`config.mk`:
```
export PLATFORM = sky130hd
export DESIGN_NAME = pipe_mem_stage_flat
export DESIGN_NICKNAME = d
export VERILOG_FILES = /design/src/rtl/pipe_mem_stage_pkg.sv /design/src/rtl/pipe_mem_stage_if.sv /design/src/rtl/pipe_mem_stage_timer.sv /design/src/rtl/pipe_mem_stage.sv /design/src/flat_wrapper.sv
export SDC_FILE = /design/constraint.sdc
export NUM_CORES = 1
export LEC_CHECK = 0
export CORE_ASPECT_RATIO = 2
export CORE_MARGIN = 5
export CORE_UTILIZATION = 38
export CTS_CLUSTER_DIAMETER = 150
export DETAILED_ROUTE_END_ITERATION = 6
export PLACE_DENSITY = 0.85
export SLEW_MARGIN = 20
export SYNTH_ARGS = -nofsm -noshare
export SYNTH_HDL_FRONTEND = slang
export SYNTH_SLANG_ARGS = --single-unit
```
`constraint.sdc`:
```
create_clock -name clock -period 7.85 [get_ports clock]
set_clock_uncertainty 0.2 [all_clocks]
set_input_delay 1.57 -clock clock [delete_from_list [all_inputs] [get_ports clock]]
set_output_delay 1.57 -clock clock [all_outputs]
set_load 0.1 [all_outputs]
```
`src/rtl/pipe_mem_stage_pkg.sv`:
```
// Shared definitions for the MEM stage: FSM encoding, timeout load value
// and the word-alignment helper used for the data-memory address.
package pipe_defs;

  localparam logic [0:0]  S_IDLE       = 1'b0;
  localparam logic [0:0]  S_WAIT       = 1'b1;
  localparam logic [31:0] ERR_DATA_DEF = 32'hDEADBEEF;

  function automatic logic [31:0] word_align(input logic [31:0] addr);
    return {addr[31:2], 2'b00};
  endfunction

endpackage

```
`src/rtl/pipe_mem_stage_if.sv`:
```
// Data-memory request/acknowledge bus between the MEM stage (master)
// and the data memory (slave).
interface pipe_mem_stage_if;
  import pipe_defs::*;

  logic        dmem_req;
  logic        dmem_we;
  logic [31:0] dmem_addr;
  logic [31:0] dmem_wdata;
  logic        dmem_ack;
  logic [31:0] dmem_rdata;

  modport master (
    output dmem_req, dmem_we, dmem_addr, dmem_wdata,
    input  dmem_ack, dmem_rdata
  );

  modport slave (
    input  dmem_req, dmem_we, dmem_addr, dmem_wdata,
    output dmem_ack, dmem_rdata
  );

endinterface

```
`src/rtl/pipe_mem_stage_timer.sv`:
```
// Wait counter for the MEM stage: counts cycles already spent waiting on
// memory and flags the last allowed cycle.
module pipe_mem_timer
  import pipe_defs::*;
#(
  parameter logic [7:0] TC = 8'd254
) (
  input  logic clock,
  input  logic reset,
  input  logic clr,
  input  logic en,
  output logic tc
);

  logic [7:0] cnt;

  // Clear has priority so the count is always 0 on the first wait cycle.
  always_ff @(posedge clock or posedge reset) begin
    if (reset)
      cnt <= 8'd0;
    else if (clr)
      cnt <= 8'd0;
    else if (en)
      cnt <= cnt + 8'd1;
  end

  assign tc = (cnt == TC);

endmodule

```
`src/rtl/pipe_mem_stage.sv`:
```
// MEM stage: issues the data-memory access for the E/M instruction,
// stalls the front end until the memory acknowledges, bounds the wait
// with a sticky timeout error, and holds the MEM/WB register.
//
//   state  | meaning
//   S_IDLE | no access outstanding beyond the current cycle
//   S_WAIT | access issued on an earlier cycle, still waiting for ack
module pipe_mem_stage
  import pipe_defs::*;
#(
  parameter int          MAX_WAIT = 255,
  parameter logic [31:0] ERR_DATA = ERR_DATA_DEF
) (
  input  logic                     clock,
  input  logic                     reset,
  input  logic                     mwreg,
  input  logic                     mm2reg,
  input  logic                     mwmem,
  input  logic [31:0]              malu,
  input  logic [31:0]              mb,
  input  logic [4:0]               mrn,
  pipe_mem_stage_if.master         dmem,
  output logic                     mem_stall,
  output logic                     mem_err,
  output logic                     wwreg,
  output logic                     wm2reg,
  output logic [31:0]              wmo,
  output logic [31:0]              walu,
  output logic [4:0]               wrn
);

  logic [0:0] state;
  logic [0:0] state_nxt;
  logic       mem_op;
  logic       mem_load;
  logic       in_wait;
  logic       tc;
  logic       timeout;
  logic       ack_v;

  // A store wins when both mm2reg and mwmem are set.
  assign mem_op   = mm2reg | mwmem;
  assign mem_load = mm2reg & ~mwmem;
  assign in_wait  = (state == S_WAIT);
  assign timeout  = in_wait & tc & ~dmem.dmem_ack;

  // Reset gating keeps the bus and the stall quiet while reset is held.
  assign dmem.dmem_req   = ~reset & mem_op & ~timeout;
  assign dmem.dmem_we    = mwmem;
  assign dmem.dmem_addr  = word_align(malu);
  assign dmem.dmem_wdata = mb;
  assign mem_stall       = ~reset & mem_op & ~dmem.dmem_ack & ~timeout;

  // An ack without a request is not an access completion.
  assign ack_v = dmem.dmem_ack & dmem.dmem_req;

  pipe_mem_timer #(
    .TC (8'(MAX_WAIT - 1))
  ) u_timer (
    .clock (clock),
    .reset (reset),
    .clr   (~in_wait | dmem.dmem_ack | timeout),
    .en    (in_wait & ~dmem.dmem_ack),
    .tc    (tc)
  );

  // Next-state logic for the two-state wait FSM.
  always_comb begin
    state_nxt = state;
    case (state)
      S_IDLE:  if (mem_op & ~dmem.dmem_ack) state_nxt = S_WAIT;
      S_WAIT:  if (dmem.dmem_ack | timeout)  state_nxt = S_IDLE;
      default: state_nxt = S_IDLE;
    endcase
  end

  // State register.
  always_ff @(posedge clock or posedge reset) begin
    if (reset)
      state <= S_IDLE;
    else
      state <= state_nxt;
  end

  // Sticky timeout error, cleared only by reset.
  always_ff @(posedge clock or posedge reset) begin
    if (reset)
      mem_err <= 1'b0;
    else if (timeout)
      mem_err <= 1'b1;
  end

  // MEM/WB register: bubble while stalled, otherwise capture the result.
  always_ff @(posedge clock or posedge reset) begin
    if (reset) begin
      wwreg  <= 1'b0;
      wm2reg <= 1'b0;
      wmo    <= 32'd0;
      walu   <= 32'd0;
      wrn    <= 5'd0;
    end else if (mem_stall) begin
      wwreg  <= 1'b0;
      wm2reg <= 1'b0;
    end else begin
      wwreg  <= mwreg;
      wm2reg <= mm2reg;
      walu   <= malu;
      wrn    <= mrn;
      if (mem_load & ack_v)
        wmo <= dmem.dmem_rdata;
      else if (mem_load & timeout)
        wmo <= ERR_DATA;
      else
        wmo <= 32'd0;
    end
  end

endmodule

```
`src/flat_wrapper.sv`:
```
// flat-port wrapper written by rule: the top's interface ports become plain ports
module pipe_mem_stage_flat import pipe_defs::*;
#(
  parameter int          MAX_WAIT = 255,
  parameter logic [31:0] ERR_DATA = ERR_DATA_DEF
)
  (clock, reset, mwreg, mm2reg, mwmem, malu, mb, mrn, mem_stall, mem_err, wwreg, wm2reg, wmo, walu, wrn, dmem_dmem_req, dmem_dmem_we, dmem_dmem_addr, dmem_dmem_wdata, dmem_dmem_ack, dmem_dmem_rdata);
  pipe_mem_stage_if dmem_i ();
  input  logic clock;
  input  logic reset;
  input  logic mwreg;
  input  logic mm2reg;
  input  logic mwmem;
  input  logic [31:0] malu;
  input  logic [31:0] mb;
  input  logic [4:0] mrn;
  output logic mem_stall;
  output logic mem_err;
  output logic wwreg;
  output logic wm2reg;
  output logic [31:0] wmo;
  output logic [31:0] walu;
  output logic [4:0] wrn;
  output wire logic [$bits(dmem_i.dmem_req)-1:0] dmem_dmem_req;
  output wire logic [$bits(dmem_i.dmem_we)-1:0] dmem_dmem_we;
  output wire logic [$bits(dmem_i.dmem_addr)-1:0] dmem_dmem_addr;
  output wire logic [$bits(dmem_i.dmem_wdata)-1:0] dmem_dmem_wdata;
  input wire logic [$bits(dmem_i.dmem_ack)-1:0] dmem_dmem_ack;
  input wire logic [$bits(dmem_i.dmem_rdata)-1:0] dmem_dmem_rdata;
  assign dmem_dmem_req = dmem_i.dmem_req;
  assign dmem_dmem_we = dmem_i.dmem_we;
  assign dmem_dmem_addr = dmem_i.dmem_addr;
  assign dmem_dmem_wdata = dmem_i.dmem_wdata;
  assign dmem_i.dmem_ack = dmem_dmem_ack;
  assign dmem_i.dmem_rdata = dmem_dmem_rdata;
  pipe_mem_stage #(.MAX_WAIT(MAX_WAIT), .ERR_DATA(ERR_DATA)) u_core (.clock(clock), .reset(reset), .mwreg(mwreg), .mm2reg(mm2reg), .mwmem(mwmem), .malu(malu), .mb(mb), .mrn(mrn), .dmem(dmem_i), .mem_stall(mem_stall), .mem_err(mem_err), .wwreg(wwreg), .wm2reg(wm2reg), .wmo(wmo), .walu(walu), .wrn(wrn));
endmodule
```
==> impl_metrics.xml <==
<?xml version="1.0" encoding="UTF-8"?>
<metrics>
  <group name="synth">
    <metric name="synthDominantAreaCellType" unit="">sky130_fd_sc_hd__dfrtp_1</metric>
    <metric name="synth_cell_type_count" unit="">37</metric>
    <metric name="syn-mean-instance-area" unit="sq um">12.1</metric>
    <metric name="postSynthCellCount" unit="">334</metric>
    <metric name="synth.cells.most_frequent" unit="">sky130_fd_sc_hd__dfrtp_1, sky130_fd_sc_hd__buf_4, sky130_fd_sc_hd__mux2_4, sky130_fd_sc_hd__nand2_1</metric>
    <metric name="synth_largest_type_area_fraction" unit="%">50.0</metric>
    <metric name="synth-edff-count" unit="">0</metric>
    <metric name="synth_mux_area_share" unit="%">13.2</metric>
    <metric name="synth-main-ff-cell" unit="">sky130_fd_sc_hd__dfrtp_1</metric>
    <metric name="synth_top_family_by_area" unit="">buffers and inverters</metric>
    <metric name="synth_most_common_cell" unit="">sky130_fd_sc_hd__dfrtp_1</metric>
    <metric name="syn_area" unit="sq um">4050</metric>
    <metric name="post_synth_main_area_contributors" unit="">sky130_fd_sc_hd__dfrtp_1, sky130_fd_sc_hd__buf_4, sky130_fd_sc_hd__mux2_4</metric>
    <metric name="share_of_flip_flops_with_an_asynchronous_set_or_reset" unit="%">100</metric>
    <metric name="synth_compound_gate_area_share" unit="%">12.6</metric>
    <metric name="synth-seq-cells" unit="">81</metric>
    <metric name="post_synth_fa_ha_maj_area_fraction" unit="%">0.617</metric>
    <metric name="synth_xor_xnor_area_share" unit="%">0.648</metric>
    <metric name="yosys.area_share.simple" unit="%">5.59</metric>
    <metric name="yosysWarnings" unit="">0</metric>
    <metric name="synth-seq-area-share" unit="%">50.0</metric>
  </group>
  <group name="timing">
    <metric name="hold_viol_final" unit="">0</metric>
    <metric name="clock.fmax" unit="MHz">169</metric>
    <metric name="worst-slew-pin-transition" unit="ns">1.03</metric>
    <metric name="period_share" unit="%">75.3</metric>
    <metric name="finalSetupViolations" unit="">0</metric>
    <metric name="final_slew_viol_count" unit="">0</metric>
    <metric name="timing.final.crit_period" unit="ns">5.91</metric>
    <metric name="timing.final.ws_setup" unit="ns">1.94</metric>
    <metric name="tns" unit="ns">0</metric>
    <metric name="max-slew-margin-rel" unit="%">31.4</metric>
    <metric name="grt_setup_unrepaired" unit="">false</metric>
  </group>
  <group name="critical_path">
    <metric name="timing.rr.end" unit="">u_core.walu[26]$_DFFE_PP0N_</metric>
    <metric name="required" unit="ns">6.08</metric>
    <metric name="crit_path_max_fanout" unit="">46</metric>
    <metric name="crit_path_start_kind" unit="">input port</metric>
    <metric name="reg2reg_launch_point" unit="">u_core.u_timer.cnt[0]$_DFFE_PP0P_</metric>
    <metric name="worst_ep_arrival_time" unit="ns">4.14</metric>
    <metric name="worst_case_reg_to_reg_path_depth" unit="">6</metric>
    <metric name="setup.worst_path.class" unit="">input port to output port</metric>
    <metric name="setup.reg_to_reg.worst_slack" unit="ns">4.35</metric>
    <metric name="critical_path.endpoint_type" unit="">output port</metric>
  </group>
  <group name="place">
    <metric name="preCtsSetupSlack" unit="ns">1.93</metric>
    <metric name="gpl.final_weighted_congestion" unit="">0.763</metric>
    <metric name="portBuffers" unit="">179</metric>
    <metric name="hpwlAfterDp" unit="um">8150</metric>
  </group>
  <group name="clock_network">
    <metric name="clock_pin_slew_on_the_worst_setup_and_hold_paths" unit="ns">0.06</metric>
    <metric name="cts_inserted_buffers" unit="">9</metric>
    <metric name="tritoncts" unit="">built</metric>
    <metric name="cts.hold.buffers_added" unit="">0</metric>
    <metric name="ctsRootBufferMaster" unit="">sky130_fd_sc_hd__clkbuf_16</metric>
    <metric name="ctsHtreeMaxLevel" unit="">3</metric>
    <metric name="clkSinkCount" unit="">81</metric>
    <metric name="cts_repair_resize_count" unit="">0</metric>
    <metric name="number_of_buffers_on_the_longest_clock_path" unit="">2</metric>
    <metric name="postCtsSetupBuffers" unit="">0</metric>
    <metric name="latest_clock_arrival_within_the_worst_skew_pair" unit="ns">0.33</metric>
  </group>
  <group name="power">
    <metric name="intPower" unit="uW">812</metric>
    <metric name="p_sw_share" unit="%">38.6</metric>
    <metric name="share_comb_of_total_power" unit="%">33.2</metric>
    <metric name="max-vdd-ir-drop" unit="V">0.000173</metric>
    <metric name="power_per_cell_area" unit="nW/um^2">232</metric>
    <metric name="p_leak" unit="nW">2.34</metric>
    <metric name="seq_power_share" unit="%">34.7</metric>
    <metric name="power" unit="mW">1.32</metric>
    <metric name="net_switching" unit="uW">510</metric>
    <metric name="clock_power_share" unit="%">32.1</metric>
  </group>
  <group name="detailed_routing">
    <metric name="route.detailed.vias_per_inst" unit="">5.11</metric>
    <metric name="wire_per_inst" unit="um">19.2</metric>
    <metric name="drt_drc_violations_left" unit="">0</metric>
    <metric name="first_pass_iters" unit="">4</metric>
    <metric name="detail_route.iter0.violations" unit="">151</metric>
    <metric name="drtAntennaViolNets" unit="">0</metric>
    <metric name="route.vias.total" unit="">2970</metric>
    <metric name="finalWirelength" unit="um">11100</metric>
  </group>
  <group name="global_routing">
    <metric name="overflow" unit="">0</metric>
    <metric name="via_count_of_the_first_global_routing_pass" unit="">3250</metric>
    <metric name="grt.total_usage" unit="%">16.8</metric>
    <metric name="grt_pass1_wl" unit="um">17300</metric>
    <metric name="initial_antenna_violation_count" unit="">0</metric>
    <metric name="largest_net_degree_at_the_start_of_global_routing" unit="">82</metric>
  </group>
  <group name="min_path">
    <metric name="hp-class" unit="">register to register</metric>
    <metric name="worstHoldStart" unit="">u_core.mem_err$_DFFE_PP0P_</metric>
    <metric name="hold-path-endpoint" unit="">u_core.mem_err$_DFFE_PP0P_</metric>
    <metric name="min_path_cells" unit="">1</metric>
  </group>
  <group name="floorplanning">
    <metric name="fp-row-count" unit="">53</metric>
    <metric name="floorplan.die_area" unit="sq um">13000</metric>
    <metric name="ioPinCount" unit="">246</metric>
    <metric name="die_width" unit="um">83.0</metric>
    <metric name="fp.dieH" unit="um">156</metric>
    <metric name="core_area" unit="sq um">10500</metric>
    <metric name="floorplan.initialDensity" unit="%">38.7</metric>
  </group>
  <group name="finish">
    <metric name="insertedDiodeCount" unit="">0</metric>
    <metric name="num-fill-cells" unit="">951</metric>
    <metric name="drive_gt1_share" unit="%">14.4</metric>
    <metric name="flow.area_growth_from_synthesis" unit="%">40.7</metric>
    <metric name="layout_nets" unit="">548</metric>
  </group>
  <group name="run">
    <metric name="max-cap-violations" unit="">0</metric>
  </group>
  <group name="status">
    <metric name="run_status" unit="">finished clean</metric>
  </group>
</metrics>
state kept, by name, indices dropped and copies added, names as in the netlist:
register and flops:
u_core.wwreg 1, u_core.mem_err 1, u_core.wmo 32, u_core.wrn 5
u_core.u_timer.cnt 8, u_core.wm2reg 1, u_core.in_wait 1, u_core.walu 32
stage by stage:
| step | hold WS (ns) | instance area [sq um] | util (%) | instances |
|---|---|---|---|---|
| after floorplan | 0.275 | 4060 | - | 335 |
| after global placement | 0.269 | 5390 | 51.5 | 565 |
| after detailed placement | 0.276 | 5390 | 51.5 | 565 |
| after CTS | 0.290 | 5700 | 54.4 | 581 |
| after global routing | 0.320 | 5700 | 54.4 | 581 |
| final | 0.303 | 5700 | 54.4 | 581 |
cells in the final DEF, fill, tap and decap left out, types with 2 or more instances in the layout:
cell type	netlist	layout
sky130_fd_sc_hd__a2111oi_0	24	24
sky130_fd_sc_hd__a21oi_1	3	3
sky130_fd_sc_hd__a22o_1	8	8
sky130_fd_sc_hd__a31oi_1	24	24
sky130_fd_sc_hd__and2_1	2	2
sky130_fd_sc_hd__and4_1	2	2
sky130_fd_sc_hd__buf_4	65	4
sky130_fd_sc_hd__clkbuf_16	0	9
sky130_fd_sc_hd__clkdlybuf4s50_1	0	178
sky130_fd_sc_hd__clkinv_2	0	2
sky130_fd_sc_hd__clkinv_4	0	2
sky130_fd_sc_hd__conb_1	1	2
sky130_fd_sc_hd__dfrtp_1	81	81
sky130_fd_sc_hd__ha_1	2	2
sky130_fd_sc_hd__inv_1	4	3
sky130_fd_sc_hd__inv_6	0	2
sky130_fd_sc_hd__mux2_2	6	6
sky130_fd_sc_hd__mux2_4	31	31
sky130_fd_sc_hd__nand2_1	26	26
sky130_fd_sc_hd__nand3_1	3	3
sky130_fd_sc_hd__nor2_1	6	6
sky130_fd_sc_hd__o21ai_0	2	2
sky130_fd_sc_hd__or3_1	2	2
sky130_fd_sc_hd__or4_1	2	2
sky130_fd_sc_hd__xor2_1	2	2
cell type report:
| cell class | count | area [sq um] | share of cell area (%) |
|---|---|---|---|
| clock buffers | 9 | 225 | 3.95 |
| clock inverters | 7 | 77.6 | 1.36 |
| inverters | 5 | 27.5 | 0.483 |
| multi-input cells | 159 | 1350 | 23.7 |
| flip-flops and latches | 81 | 2030 | 35.6 |
| well taps | 137 | 171 | 3.01 |
| repair buffers | 183 | 1820 | 32.0 |
critical path, cell delays in order:
cell                              delay [ns]
sky130_fd_sc_hd__clkdlybuf4s50_1        0.55
sky130_fd_sc_hd__o21bai_2               0.19
sky130_fd_sc_hd__buf_4                  0.27
sky130_fd_sc_hd__a211o_1                0.82
sky130_fd_sc_hd__inv_8                  0.33
sky130_fd_sc_hd__buf_4                  0.37
power groups by stage:
stage / Sequential (mW) / Clock (mW) / Combinational (mW)
global placement: 0.465 / 0 / 0.437
detailed placement: 0.466 / 0 / 0.441
floorplan: 0.650 / 0 / 0.220
finish: 0.459 / 0.424 / 0.439
CTS: 0.459 / 0.432 / 0.442
global route: 0.462 / 0.453 / 0.452
worst max path at each step:
stage | endpoint | start | cells after the start | slack (ns)
3_3_place_gp | mem_stall | mwmem | 6 | 2.03
6_report | mem_stall | mwmem | 6 | 1.94
3_5_place_dp | mem_stall | mwmem | 6 | 1.93
4_1_cts | mem_stall | mwmem | 6 | 1.93
5_1_grt | mem_stall | mwmem | 6 | 1.78
2_1_floorplan | dmem_dmem_req | reset | 3 | 1.84
layer usage:
| layer | track usage [%] | vias to the layer above | share of wire, % |
|---|---|---|---|
| met3 | 5.07 | 38 | 6.5 |
| met4 | 8.26 | 0 | 3.5 |
| met2 | 30.9 | 124 | 56 |
| met1 | 17.1 | 1460 | 34 |
| met5 | 0 | - | 0 |
| li1 | - | 1348 | - |
logic make-up (layout without fill, tap and decap cells):
group                    count (synthesis)  in the layout
buffers and inverters                   95            204
flip-flops                              81             81
AO/OA/AOI/OAI                           68             68
AND/OR/NAND/NOR                         47             47
multiplexers                            37             37
XOR/XNOR                                 3              3
adder cells (fa/ha/maj)                  2              2
other                                    1              2
Power figures use the tool's default switching activity.
